File: config.mk
export PLATFORM = sky130hd
export DESIGN_NAME = mult_operand_ctrl
export DESIGN_NICKNAME = d
export VERILOG_FILES = /design/src/rtl/mult_operand_ctrl.sv
export SDC_FILE = /design/constraint.sdc
export NUM_CORES = 1
export LEC_CHECK = 0
export ABC_AREA = 1
export BUFFER_PORTS_ARGS = -buffer_cell sky130_fd_sc_hd__buf_2
export CAP_MARGIN = 20
export CORE_MARGIN = 5
export CORE_UTILIZATION = 55
export CTS_BUF_LIST = sky130_fd_sc_hd__clkbuf_8
export DETAILED_ROUTE_END_ITERATION = 10
export GPL_ROUTABILITY_DRIVEN = 0
export GPL_TIMING_DRIVEN = 0
export MAX_ROUTING_LAYER = met4
export PLACE_DENSITY = 0.81
export SYNTH_ARGS = -nofsm -noshare
export SYNTH_HDL_FRONTEND = slang
export SYNTH_SLANG_ARGS = --single-unit
File: constraint.sdc
create_clock -name clk -period 1.86 [get_ports clk]
set_clock_uncertainty 0.2 [all_clocks]
set_input_delay 0.279 -clock clk [delete_from_list [all_inputs] [get_ports clk]]
set_output_delay 0.279 -clock clk [all_outputs]
set_load 0.05 [all_outputs]
File: src/rtl/mult_operand_ctrl.sv
// Operand loader and result capture for a pipelined multiplier.
// Two bouncing pushbuttons are synchronized and debounced. A press on
// key A loads mult_a from sw and a press on key B loads mult_b from sw.
// Either press (re)starts a wait of MULT_LATENCY edges, after which
// mult_y is captured into result.
// Ports:
//   clk, rst_n            clock, async active-low reset
//   sw[15:0]              switch operand value (quasi-static)
//   key_load_a_n/_b_n     raw active-low pushbuttons
//   mult_a/mult_b[15:0]   registered operands to the multiplier
//   mult_y[31:0]          multiplier product
//   result[31:0]          captured product
//   result_valid          result matches current operands
//   busy                  computation in flight
//   result_count[7:0]     completed captures, wraps at 256
module mult_operand_ctrl #(
  parameter int unsigned DEBOUNCE_CYCLES = 500000,
  parameter int unsigned MULT_LATENCY    = 5
) (
  input  logic        clk,
  input  logic        rst_n,
  input  logic [15:0] sw,
  input  logic        key_load_a_n,
  input  logic        key_load_b_n,
  output logic [15:0] mult_a,
  output logic [15:0] mult_b,
  input  logic [31:0] mult_y,
  output logic [31:0] result,
  output logic        result_valid,
  output logic        busy,
  output logic [7:0]  result_count
);

  localparam int unsigned DB_W  = (DEBOUNCE_CYCLES < 2) ? 1 : $clog2(DEBOUNCE_CYCLES + 1);
  localparam int unsigned LAT_W = (MULT_LATENCY < 1) ? 1 : $clog2(MULT_LATENCY + 1);

  localparam logic [1:0] S_IDLE = 2'd0;
  localparam logic [1:0] S_WAIT = 2'd1;
  localparam logic [1:0] S_DONE = 2'd2;

  logic [1:0]      sync_a;
  logic [1:0]      sync_b;
  logic [1:0]      key_s_c;
  logic [DB_W-1:0] db_cnt [2];
  logic [1:0]      db_lvl;
  logic [1:0]      db_lvl_q;
  logic [1:0]      ev_c;
  logic            any_ev_c;
  logic            capture_c;
  logic [1:0]      state;
  logic [1:0]      state_nxt;
  logic [LAT_W-1:0] lat_cnt;

  // Two-flop synchronizers; idle level is released (1)
  always_ff @(posedge clk or negedge rst_n) begin
    if (!rst_n) begin
      sync_a <= 2'b11;
      sync_b <= 2'b11;
    end else begin
      sync_a <= {sync_a[0], key_load_a_n};
      sync_b <= {sync_b[0], key_load_b_n};
    end
  end

  assign key_s_c = {sync_b[1], sync_a[1]};

  // Independent debounce per key: level flips after DEBOUNCE_CYCLES differing samples
  always_ff @(posedge clk or negedge rst_n) begin
    if (!rst_n) begin
      for (int i = 0; i < 2; i++) db_cnt[i] <= '0;
      db_lvl   <= 2'b11;
      db_lvl_q <= 2'b11;
    end else begin
      db_lvl_q <= db_lvl;
      for (int i = 0; i < 2; i++) begin
        if (key_s_c[i] == db_lvl[i]) begin
          db_cnt[i] <= '0;
        end else if (db_cnt[i] >= DB_W'(DEBOUNCE_CYCLES - 1)) begin
          db_cnt[i] <= '0;
          db_lvl[i] <= key_s_c[i];
        end else begin
          db_cnt[i] <= db_cnt[i] + DB_W'(1);
        end
      end
    end
  end

  // Press event: one-cycle pulse on a debounced 1->0 transition
  assign ev_c     = db_lvl_q & ~db_lvl;
  assign any_ev_c = |ev_c;

  // FSM state register
  always_ff @(posedge clk or negedge rst_n) begin
    if (!rst_n) state <= S_IDLE;
    else        state <= state_nxt;
  end

  // FSM next state; an event always wins and restarts the wait
  always_comb begin
    state_nxt = state;
    capture_c = 1'b0;
    case (state)
      S_IDLE, S_DONE: begin
        if (any_ev_c) state_nxt = S_WAIT;
      end
      S_WAIT: begin
        if (any_ev_c) begin
          state_nxt = S_WAIT;
        end else if (lat_cnt == '0) begin
          state_nxt = S_DONE;
          capture_c = 1'b1;
        end
      end
      default: state_nxt = S_IDLE;
    endcase
  end

  // Operand, latency counter and result datapath
  always_ff @(posedge clk or negedge rst_n) begin
    if (!rst_n) begin
      mult_a       <= '0;
      mult_b       <= '0;
      lat_cnt      <= '0;
      result       <= '0;
      result_valid <= 1'b0;
      result_count <= '0;
      busy         <= 1'b0;
    end else begin
      busy <= (state_nxt == S_WAIT);
      if (ev_c[0]) mult_a <= sw;
      if (ev_c[1]) mult_b <= sw;
      if (any_ev_c) begin
        lat_cnt      <= LAT_W'(MULT_LATENCY);
        result_valid <= 1'b0;
      end else if (capture_c) begin
        result       <= mult_y;
        result_valid <= 1'b1;
        result_count <= result_count + 8'd1;
      end else if (state == S_WAIT) begin
        lat_cnt <= lat_cnt - LAT_W'(1);
      end
    end
  end

endmodule

# Word-level counts from Yosys, hierarchy flattened
# Index checks and enable logic that the tools add are counted.
[totals] register_bits=125 input_bits=52 output_inout_bits=74 elab_cells=58
[classes] add_sub_neg=4 order_cmp=2 eq_ne=6 muxes=16 n_bitwise=5 n_reduce_logical=10
[ops] op="$mux W19" count=4
[ops] op="$add A19 B1 Y19 const B" count=2
[ops] op="$ge A19 B19 Y1 const B" count=2
[ops] op="$mux W3" count=3
[ops] op="$add A8 B1 Y8 const B" count=1
[ops] op="$reduce_and A2 Y1" count=4
[ops] op="$mux W2" count=3
[ops] op="$mux W1" count=5
[ops] op="$eq A2 B1 Y1 const B" count=2
[ops] op="$pmux W2 S2" count=1
[ops] op="$reduce_bool A2 Y1" count=2
[ops] op="$reduce_or A2 Y1" count=2
[ops] op="$logic_not A3 Y1" count=1
[ops] op="$not A1 Y1" count=3
[ops] op="$sub A3 B1 Y3 const B" count=1
[ops] op="$and A2 B2 Y2" count=1
[ops] op="$eq A1 B1 Y1" count=2
[ops] op="$eq A2 B2 Y1 const B" count=1
[ops] op="$logic_not A2 Y1" count=1
[ops] op="$ne A2 B2 Y1 const B" count=1
[ops] op="$not A2 Y2" count=1

# Depth between registers and ports, before layout
# Gate-level depths: netlist (run 1).
[depth] ltp_word=7 ltp_mapped=10 mapped_depth_nobuf=10

# Worst setup path before layout (run 1)
# Ideal clock, no wire load.
[synth_timing] path_kind="reg-to-reg" start="reg result_count[0]" end="reg result_count[6]" setup_time_ps=141 t_arrival_ps=1325 t_required_ps=1519 path_slack_ps=194 path_stages_with_launch=6 n_path_buf=0 synth_period_minus_slack_ps=1666 cell_sequence="dfrtp_1 -> ha_1 -> nand3_1 -> nor2_1 -> nand2_1 -> xnor2_1"
[synth_between] elab_chain_cells=1
[synth_lines] item="from (decl)" line_no="31" source="output logic [7:0] result_count"
[synth_lines] item="from (signal assigned)" line_no="138" source="result_count <= result_count + 8'd1;"
[synth_lines] item="$add A8 B1 Y8" line_no="138"
# No other way between the ends.
# A chain may end at the register's enable or synchronous reset.

# Final worst setup path (run 1)
[layout_timing] start="reg db_lvl[0]" end="reg db_cnt[27] in the netlist's numbering"
[layout_between] elab_chain_cells=2
[layout_lines] item="from (decl)" line_no="45" source="logic [1:0] db_lvl;"
[layout_lines] item="from (signal, indexed assignment)" line_no="80" source="db_lvl[i] <= key_s_c[i];"
[layout_lines] item="$eq A1 B1 Y1" line_no="76" source="if (key_s_c[i] == db_lvl[i]) begin"
[layout_lines] item="$mux W19" line_no="76"
[layout_lines] item="to (signal, indexed assignment)" line_no="82" source="db_cnt[i] <= db_cnt[i] + DB_W'(1);"
[layout_lines] item="to (decl)" line_no="44" source="logic [DB_W-1:0] db_cnt [2];"
# No other way between the ends.

==> results of run 1 <==
-- metrics by stage --
stage / area, um2 / setup slack, ns / std cells
floorplan: 5560 / 0.194 / 635
global placement: 6350 / -1.16 / 893
detailed placement: 6390 / -0.0291 / 894
CTS: 7320 / 0.00773 / 977
global route: 7510 / -0.0280 / 992
finish: 7510 / 0.0519 / 992
-- where the power goes --
part / internal [uW] / leakage [uW] / switching (uW)
Sequential: 2730 / 0.00138 / 13.9
Combinational: 145 / 0.00202 / 126
Clock: 1210 / 0.000193 / 1170
Total: 4090 / 0.00360 / 1310
-- worst register-to-register path: cells and delay by family (launching register included) --
kind,cells,cell delay (ns)
buf+inv,2,0.32
flops,1,0.54
xor+xnor,1,0.38
simple gates,2,0.30
-- sequential cells by signal, indices dropped and copies added (netlist names) --
name and count:
state 2, result 32, db_lvl_q 2, result_valid 1, db_lvl 2, lat_cnt 3, sync_a 2, result_count 8
sync_b 2, mult_b 16, mult_a 16, db_cnt 38, busy 1
-- cell type report --
class                           count  area [um2]  share of cell area
Clock buffer                       17         234              0.0312
Tap cell                          133         166              0.0222
Multi-Input combinational cell    438        2170               0.289
Buffer                             15         124              0.0165
Sequential cell                   125        3140               0.418
Timing Repair Buffer              191        1290               0.172
Inverter                           58         223              0.0297
Clock inverter                     15         163              0.0217
-- cells in the final DEF, fill, tap and decap left out, drive strengths merged, types with 2 or more instances in the layout --
master | synthesis | routed
o21bai | 2 | 2
o21ai | 39 | 39
nand4 | 6 | 7
dfstp | 8 | 8
inv | 58 | 65
bufinv | 0 | 2
nor2 | 86 | 86
clkbuf | 6 | 24
dlygate4sd3 | 0 | 51
nand2 | 222 | 222
xor2 | 23 | 23
dfrtp | 117 | 117
xnor2 | 12 | 12
buf | 9 | 148
clkinv | 0 | 2
ha | 5 | 5
a21oi | 5 | 5
nand3 | 26 | 26
nor3 | 7 | 7
clkinvlp | 0 | 4
-- logic make-up after synthesis --
| kind of cell | share of synthesized area |
|---|---|
| adder cells (fa/ha/maj) | 0.0112 |
| flip-flops | 0.564 |
| AND/OR/NAND/NOR | 0.267 |
| XOR/XNOR | 0.0551 |
| AO/OA/AOI/OAI | 0.0441 |
| buffers and inverters | 0.0587 |
-- per-layer routing --
layer	track usage	up-vias	part of all wire
li1	-	2397	-
met1	0.293	2381	0.41
met2	0.397	186	0.51
met3	0.0547	32	0.058
met4	0.0903	0	0.022
met5	-	-	0
-- worst min path at each step --
stage                             start             endpoint  slack (ns)  depth (start not counted)
floorplan                         rst_n       busy$_DFF_PN0_       -0.22                          0
global placement    sync_a[0]$_DFF_PN1_  sync_a[1]$_DFF_PN1_        0.15                          0
detailed placement                rst_n  db_cnt[8]$_DFF_PN0_        0.03                          1
CTS                               rst_n  db_cnt[8]$_DFF_PN0_        0.14                          2
global route        sync_b[0]$_DFF_PN1_  sync_b[1]$_DFF_PN1_        0.16                          0
finish                            rst_n  db_cnt[8]$_DFF_PN0_        0.13                          2
-- cell usage after synthesis, types with 3 or more instances --
master / instances / share of area
sky130_fd_sc_hd__xnor2_1: 12 / 0.019
sky130_fd_sc_hd__ha_1: 5 / 0.011
sky130_fd_sc_hd__nand2_2: 5 / 0.0056
sky130_fd_sc_hd__clkbuf_1: 6 / 0.0040
sky130_fd_sc_hd__nand4_1: 5 / 0.0056
sky130_fd_sc_hd__nor2_2: 20 / 0.022
sky130_fd_sc_hd__inv_1: 55 / 0.037
sky130_fd_sc_hd__xor2_1: 23 / 0.036
sky130_fd_sc_hd__nand3_1: 24 / 0.022
sky130_fd_sc_hd__a21oi_1: 5 / 0.0045
sky130_fd_sc_hd__nor2_1: 66 / 0.045
sky130_fd_sc_hd__o21ai_0: 38 / 0.034
sky130_fd_sc_hd__nor3_1: 5 / 0.0045
sky130_fd_sc_hd__inv_2: 3 / 0.0020
sky130_fd_sc_hd__dfstp_2: 8 / 0.038
sky130_fd_sc_hd__dfrtp_1: 117 / 0.53
sky130_fd_sc_hd__buf_4: 4 / 0.0054
sky130_fd_sc_hd__buf_6: 5 / 0.010
sky130_fd_sc_hd__nand2_1: 216 / 0.15
-- what timing repair did --
item,CTS,global route
endpoints found under the hold margin,126,0
pin swaps,0,2
buffers inserted,0,13
hold buffers,51,0
resized for setup,6,16
endpoints found under the setup margin,30,55
cloned,0,2
==> results.md, run 1 <==
| Group | Metric | Value |
|---|---|---|
| synthesis | Syn. warnings | 0 |
| pwr | Power per Cell Area | 719 nW/um2 |
| global route | Combined global-route utilization of all metal layers | 0.242 |
| detailed routing | Drt total wl | 14.5 mm |
| synthesis | Count of flip-flops with a built-in enable after synthesis | 0 |
| critical path | Capture point of the critical path | db_cnt[27]$_DFF_PN0_ |
| run status | Result of the run | complete, no violations |
| synthesis | Synthesized instance count | 635 |
| detailed routing | DRC violation count after routing | 0 |
| clocking | Root Buffer | sky130_fd_sc_hd__clkbuf_8 |
| finish | Number of antenna repair diodes | 0 |
| critical path | Kind of cell adding the most delay to the critical path | flip-flops |
| synthesis | Average cell area after synthesis | 8.76 um2 |
| detailed routing | Vias | 4,996 |
| placed design | Estimated wirelength of the detail-placed design | 9.07 mm |
| critical path | Reg-to-reg endpoint | db_cnt[27]$_DFF_PN0_ |
| sta | Highest Clock Rate | 0.553 GHz |
| critical path | CP peak stage delay | 0.54 ns |
| clocking | Clock tree from TritonCTS | done |
| global route | Number of global-route vias before repair | 5,114 |
| sta | Final hold violations | 0 |
| clocking | Worst skew pair latency | 0.43 ns |
| pwr | Total power | 5400 uW |
| global route | First-pass GRT wire length | 23.9 mm |
| synthesis | Area of the mapped netlist | 5560 um2 |
| detailed routing | Drt first-iter violations | 372 |
| finish | Net total in the final layout | 903 |
| sta | Final Setup Violations | 0 |
| global route | Number of antenna violations at the first check in global routing | 0 |
| synthesis | Post-synthesis register bit count | 125 |
| pwr | Peak supply drop | 0.000475 V |
| critical path | R2R depth | 5 |
| finish | Final core occ | 0.765 |
| finish | Growth of design area from synthesis to finish | 35.0% |
| sta | Sum Neg Setup Slack | 0 ns |
| critical path | Critical path buffer and inverter count | 2 |
| clocking | Sink count of the clock tree | 125 |
| clocking | Max H-tree Level | 4 |
| pwr | Leakage power | 0.00360 uW |
| global route | Remaining Overflow, GRT | 0 |
| critical path | Arrival time worst endpoint | 1.96 ns |
| sta | Worst hold slack across all endpoints | 0.132 ns |
| critical path | Reg-to-reg setup timing slack | 0.05 ns |
| synthesis | Count of distinct cell types in the synthesized netlist | 29 |
| die | Effective utilization at floorplan | 0.567 |
| critical path | Sort of element at the start of the critical path | flop |
| detailed routing | Number of detailed-routing iterations run before antenna repair | 5 |
| critical path | Worst reg2reg startpoint | db_lvl[0]$_DFFE_PN1P_ |
| die | Die W | 111 um |
| detailed routing | Average routed wire per standard cell | 14.6 um |
| synthesis | Share of async-settable or async-resettable flops after synthesis | 1.00 |
| sta | Remaining max-slew budget at the tightest pin | 0.660 |
| die | FP Rows | 36 |
| critical path | Crit-path slowest cell | sky130_fd_sc_hd__dfstp_2 |
| synthesis | Most instantiated flip-flop cell in the synthesis netlist | sky130_fd_sc_hd__dfrtp_1 |
| critical path | Cell count along the critical path | 5 |
| die | DIE HEIGHT | 111 um |
| placed design | Input/output buffers | 125 |
| job | Number of max-capacitance violations reported | 0 |
| critical path | Required @ worst endpoint | 2.02 ns |
| sta | Post-route clock period utilization | 0.972 |
| sta | Post-route minimum period | 1.81 ns |
| finish | Fraction of layout instances using a drive strength above 1 | 0.271 |
| synthesis | Synth Net Count | 692 |
| critical path | Type of the setup path with the least slack | flop to flop |
| clocking | Clock transition at the registers of the reported paths | 0.08 ns |
| detailed routing | Post-DR vias/cell | 5.04 |
| critical path | Crit path max fanout | 10 |
| global route | Maximum number of pins on one net before global-route repair | 82 |
| clocking | Num CTS Buffers | 17 |
| critical path | Cell-by-cell trace of the critical path | buf_4, xor2_1, nand4_4, buf_8, nor2_2 |
| clocking | Maximum root-to-sink buffer count | 2 |
| critical path | Launching instance or port of the critical path | db_lvl[0]$_DFFE_PN1P_ |
| sta | RSZ-0062 raised after global routing | yes |
| detailed routing | Routed Antenna Nets | 0 |
| critical path | Critical path capture point type | flop |
| die | Total Die Area | 12,200 um2 |
| hold path | Min-delay worst type | primary input to async pin |
| sta | Final number of max-transition violations | 0 |
| die | Core area | 9820 um2 |
| sta | Worst Max-Slew Pin Slew | 0.510 ns |
| die | Top-level I/O count | 126 |
| finish | Fill cell total of the finished layout | 619 |
| synthesis | Share of synthesized area occupied by flip-flops and latches | 0.564 |
Note: power is estimated with default switching activity, not from simulation.
==> inputs of run 2 (changes only) <==
--- a/config.mk
+++ b/config.mk
@@ -9,13 +9,12 @@
 export BUFFER_PORTS_ARGS = -buffer_cell sky130_fd_sc_hd__buf_2
 export CAP_MARGIN = 20
 export CORE_MARGIN = 5
-export CORE_UTILIZATION = 55
+export CORE_UTILIZATION = 35
 export CTS_BUF_LIST = sky130_fd_sc_hd__clkbuf_8
 export DETAILED_ROUTE_END_ITERATION = 10
 export GPL_ROUTABILITY_DRIVEN = 0
 export GPL_TIMING_DRIVEN = 0
 export MAX_ROUTING_LAYER = met4
-export PLACE_DENSITY = 0.81
 export SYNTH_ARGS = -nofsm -noshare
 export SYNTH_HDL_FRONTEND = slang
 export SYNTH_SLANG_ARGS = --single-unit
==> run 2 against run 1 <==
Effect of this change: sequential power about the same; wire length down 9.9%; global-route usage down 9.3 points; largest power group is now clock; largest cell class unchanged; die area up 51%.
==> results.md, run 2 (synthesis gave the netlist of run 1 again) <==
| Group | Metric | Value | vs previous |
|---|---|---|---|
| detailed routing | Routed metal-1 wirelength | 6.19 mm | +3.1% |
| global route | Combined global-route utilization of all metal layers | 0.149 | -0.0928 |
| die | FP Rows | 46 | +28% |
| placed design | Worst setup slack before clock tree synthesis | -0.0392 ns | -0.0101 ns |
| pwr | Share of power burned in registers | 0.474 | -0.035 |
| detailed routing | Drt first-iter violations | 197 | -47% |
| sta | Final hold violations | 0 | unchanged |
| die | Core area | 15,700 um2 | +60% |
| die | Die W | 136 um | +23% |
| finish | Finished Layout Cells | 1,068 | +7.7% |
| pwr | Peak supply drop | 0.000402 V | -15% |
| sta | Final Setup Violations | 0 | unchanged |
| sta | Final number of max-transition violations | 0 | unchanged |
| finish | Fill cell total of the finished layout | 1,480 | +140% |
| critical path | Crit path max fanout | 4 | -6 |
| clocking | Worst skew pair latency | 0.44 ns | about the same |
| sta | Final worst slack | 0.100 ns | +0.0481 ns |
| pwr | Internal Dissipation | 4500 uW | +10% |
| sta | Post-route clock period utilization | 0.946 | -0.0259 |
| global route | Number of global-route vias before repair | 4,532 | -11% |
| finish | Growth of design area from synthesis to finish | 36.8% |  |
| detailed routing | Routed Antenna Nets | 0 | unchanged |
| clocking | Max H-tree Level | 4 | unchanged |
| placed design | Placed cell count | 977 | +9.3% |
| finish | Number of antenna repair diodes | 0 | unchanged |
| job | Number of max-capacitance violations reported | 0 | unchanged |
| clocking | Maximum root-to-sink buffer count | 2 | unchanged |
| pwr | Clock network power share | 0.479 | +0.038 |
| critical path | Arrival time worst endpoint | 1.88 ns | -0.08 ns |
| clocking | Clock transition at the registers of the reported paths | 0.07 ns | about the same |
| global route | Maximum number of pins on one net before global-route repair | 72 | -12% |
| global route | First-pass GRT wire length | 21.5 mm | -10% |
| detailed routing | Max layer used | met4 |  |
| detailed routing | Met3 wire length | 701 um | -17% |
| die | Total Die Area | 18,500 um2 | +51% |
| sta | Highest Clock Rate | 0.568 GHz | +2.7% |
| sta | RSZ-0062 raised after global routing | yes |  |
| detailed routing | Average routed wire per standard cell | 12.2 um | -16% |
| clocking | Clock tree from TritonCTS | done |  |
| critical path | Critical path capture point type | flop |  |
| clocking | Num CTS Buffers | 17 | unchanged |
| global route | Remaining Overflow, GRT | 0 | unchanged |
| finish | Register name with the most flops | db_cnt |  |
| pwr | Leakage power | 0.00360 uW | about the same |
| critical path | Sort of element at the start of the critical path | flop |  |
| detailed routing | Number of detailed-routing iterations run before antenna repair | 4 | -1 |
| placed design | Estimated wirelength of the detail-placed design | 9.02 mm | -0.60% |
| sta | Post-route minimum period | 1.76 ns | -0.0481 ns |
| critical path | Required @ worst endpoint | 1.98 ns | -0.04 ns |
| finish | Largest registers | db_cnt x38, result x32 |  |
| pwr | Proportion of total power due to net switching | 0.224 | -0.0183 |
| pwr | Gate power share | 0.047 | -0.003 |
| clocking | Root Buffer | sky130_fd_sc_hd__clkbuf_8 |  |
| placed design | Input/output buffers | 125 | unchanged |
| run status | Result of the run | complete, no violations |  |
| detailed routing | Drt total wl | 13.1 mm | -9.9% |
| clocking | Sink count of the clock tree | 125 | unchanged |
| sta | Worst hold slack across all endpoints | 0.158 ns | +0.0256 ns |
| pwr | Power per Cell Area | 762 nW/um2 | +6.0% |
| die | Effective utilization at floorplan | 0.354 | -0.212 |
| detailed routing | DRC violation count after routing | 0 | unchanged |
| finish | Commonest non-fill, non-tap cell in the layout | sky130_fd_sc_hd__nand2_1 |  |
| finish | Number of flip-flops in the largest register | 38 | unchanged |
| detailed routing | Amount of wire on met2 after detailed routing | 6.00 mm | -18% |
| hold path | Min-delay worst type | flop to flop |  |
| pwr | Total power | 5800 uW | +7.4% |
| pwr | Net load switching power | 1300 uW | -0.73% |
| die | Top-level I/O count | 126 | unchanged |
| critical path | Type of the setup path with the least slack | flop to flop |  |
| global route | Number of antenna violations at the first check in global routing | 0 | unchanged |
| finish | Commonest cells after routing, fill and taps aside | sky130_fd_sc_hd__nand2_1 (216), sky130_fd_sc_hd__buf_2 (124), sky130_fd_sc_hd__dfrtp_1 (117), sky130_fd_sc_hd__nor2_1 (62), sky130_fd_sc_hd__inv_1 (55) |  |
| sta | Remaining max-slew budget at the tightest pin | 0.638 | -0.0213 |
| detailed routing | Post-DR vias/cell | 4.29 | -15% |
| finish | Fraction of layout instances using a drive strength above 1 | 0.264 | -0.00716 |
| die | DIE HEIGHT | 136 um | +23% |
| sta | Worst Max-Slew Pin Slew | 0.542 ns | +0.0320 ns |
| finish | Net total in the final layout | 897 | -0.66% |
| detailed routing | Vias | 4,587 | -8.2% |
==> run 2: cell types whose count changed in the layout (fill, tap and decap cells not counted), moves of 2 or more <==
cell	before	now
sky130_fd_sc_hd__buf_6	6	8
sky130_fd_sc_hd__bufinv_16	2	5
sky130_fd_sc_hd__clkinv_4	1	4
sky130_fd_sc_hd__buf_8	2	0
sky130_fd_sc_hd__buf_4	15	10
sky130_fd_sc_hd__clkinvlp_4	4	0
==> run 2: what timing repair did <==
action | in CTS | in global routing
hold endpoints to repair | 120 | 0
hold buffers | 51 | 0
endpoints found under the setup margin | 24 | 61
resized for setup | 5 | 12
pin swaps | 1 | 2
buffers inserted | 3 | 6
==> run 2: layout make-up <==
type	count	area [um2]	area share
clock inverter	14	229	0.0301
buffer	15	116	0.0153
multi-input combinational	437	2150	0.283
sequential	125	3140	0.412
timing repair buffer	186	1250	0.164
inverter	58	223	0.0293
tap	216	270	0.0355
clock buffer	17	234	0.0307
==> run 2: worst paths after layout <==
check / start / to / slack, ns / cells past startpoint
max: db_cnt[19]$_DFF_PN0_ / db_cnt[33]$_DFF_PN0_ / 0.10 / 8
min: sync_a[0]$_DFF_PN1_ / sync_a[1]$_DFF_PN1_ / 0.16 / 0
max reg2reg: db_cnt[19]$_DFF_PN0_ / db_cnt[33]$_DFF_PN0_ / 0.10 / 8
min reg2reg: sync_a[0]$_DFF_PN1_ / sync_a[1]$_DFF_PN1_ / 0.16 / 0
max in group asynchronous: rst_n / sync_a[1]$_DFF_PN1_ / 0.52 / 3
min in group asynchronous: rst_n / db_cnt[3]$_DFF_PN0_ / 0.17 / 2
==> run 2: power groups by stage <==
stage,registers (uW),logic [uW],clock network (uW)
after floorplan,2800,48.8,0
after global placement,2800,167,0
after detailed placement,2800,176,0
after CTS,2750,263,2860
after global routing,2750,309,2980
final,2750,270,2780
==> run 2: layer usage <==
metal / up-vias / track usage
li1: 2367 / -
met1: 2090 / 0.195
met2: 115 / 0.222
met3: 15 / 0.0433
met4: 0 / 0.0510
met5: - / -
==> run 2: per-stage QoR <==
step	utilization	setup TNS [ns]	cell area, um2
2_1_floorplan	-	0	5560
3_3_place_gp	0.411	-165.73	6460
3_5_place_dp	0.413	-0.115	6490
4_1_cts	0.478	0	7510
5_1_grt	0.484	-0.0167	7610
6_report	0.484	0	7610
==> run 2: critical path, stage by stage (launching register included) <==
cell,delay [ns]
sky130_fd_sc_hd__dfrtp_1,0.38
sky130_fd_sc_hd__ha_2,0.23
sky130_fd_sc_hd__nand2_1,0.13
sky130_fd_sc_hd__nor2_4,0.16
sky130_fd_sc_hd__nand2_1,0.11
sky130_fd_sc_hd__nor2_2,0.14
sky130_fd_sc_hd__nand2_1,0.08
sky130_fd_sc_hd__xor2_1,0.16
sky130_fd_sc_hd__nor2_2,0.05
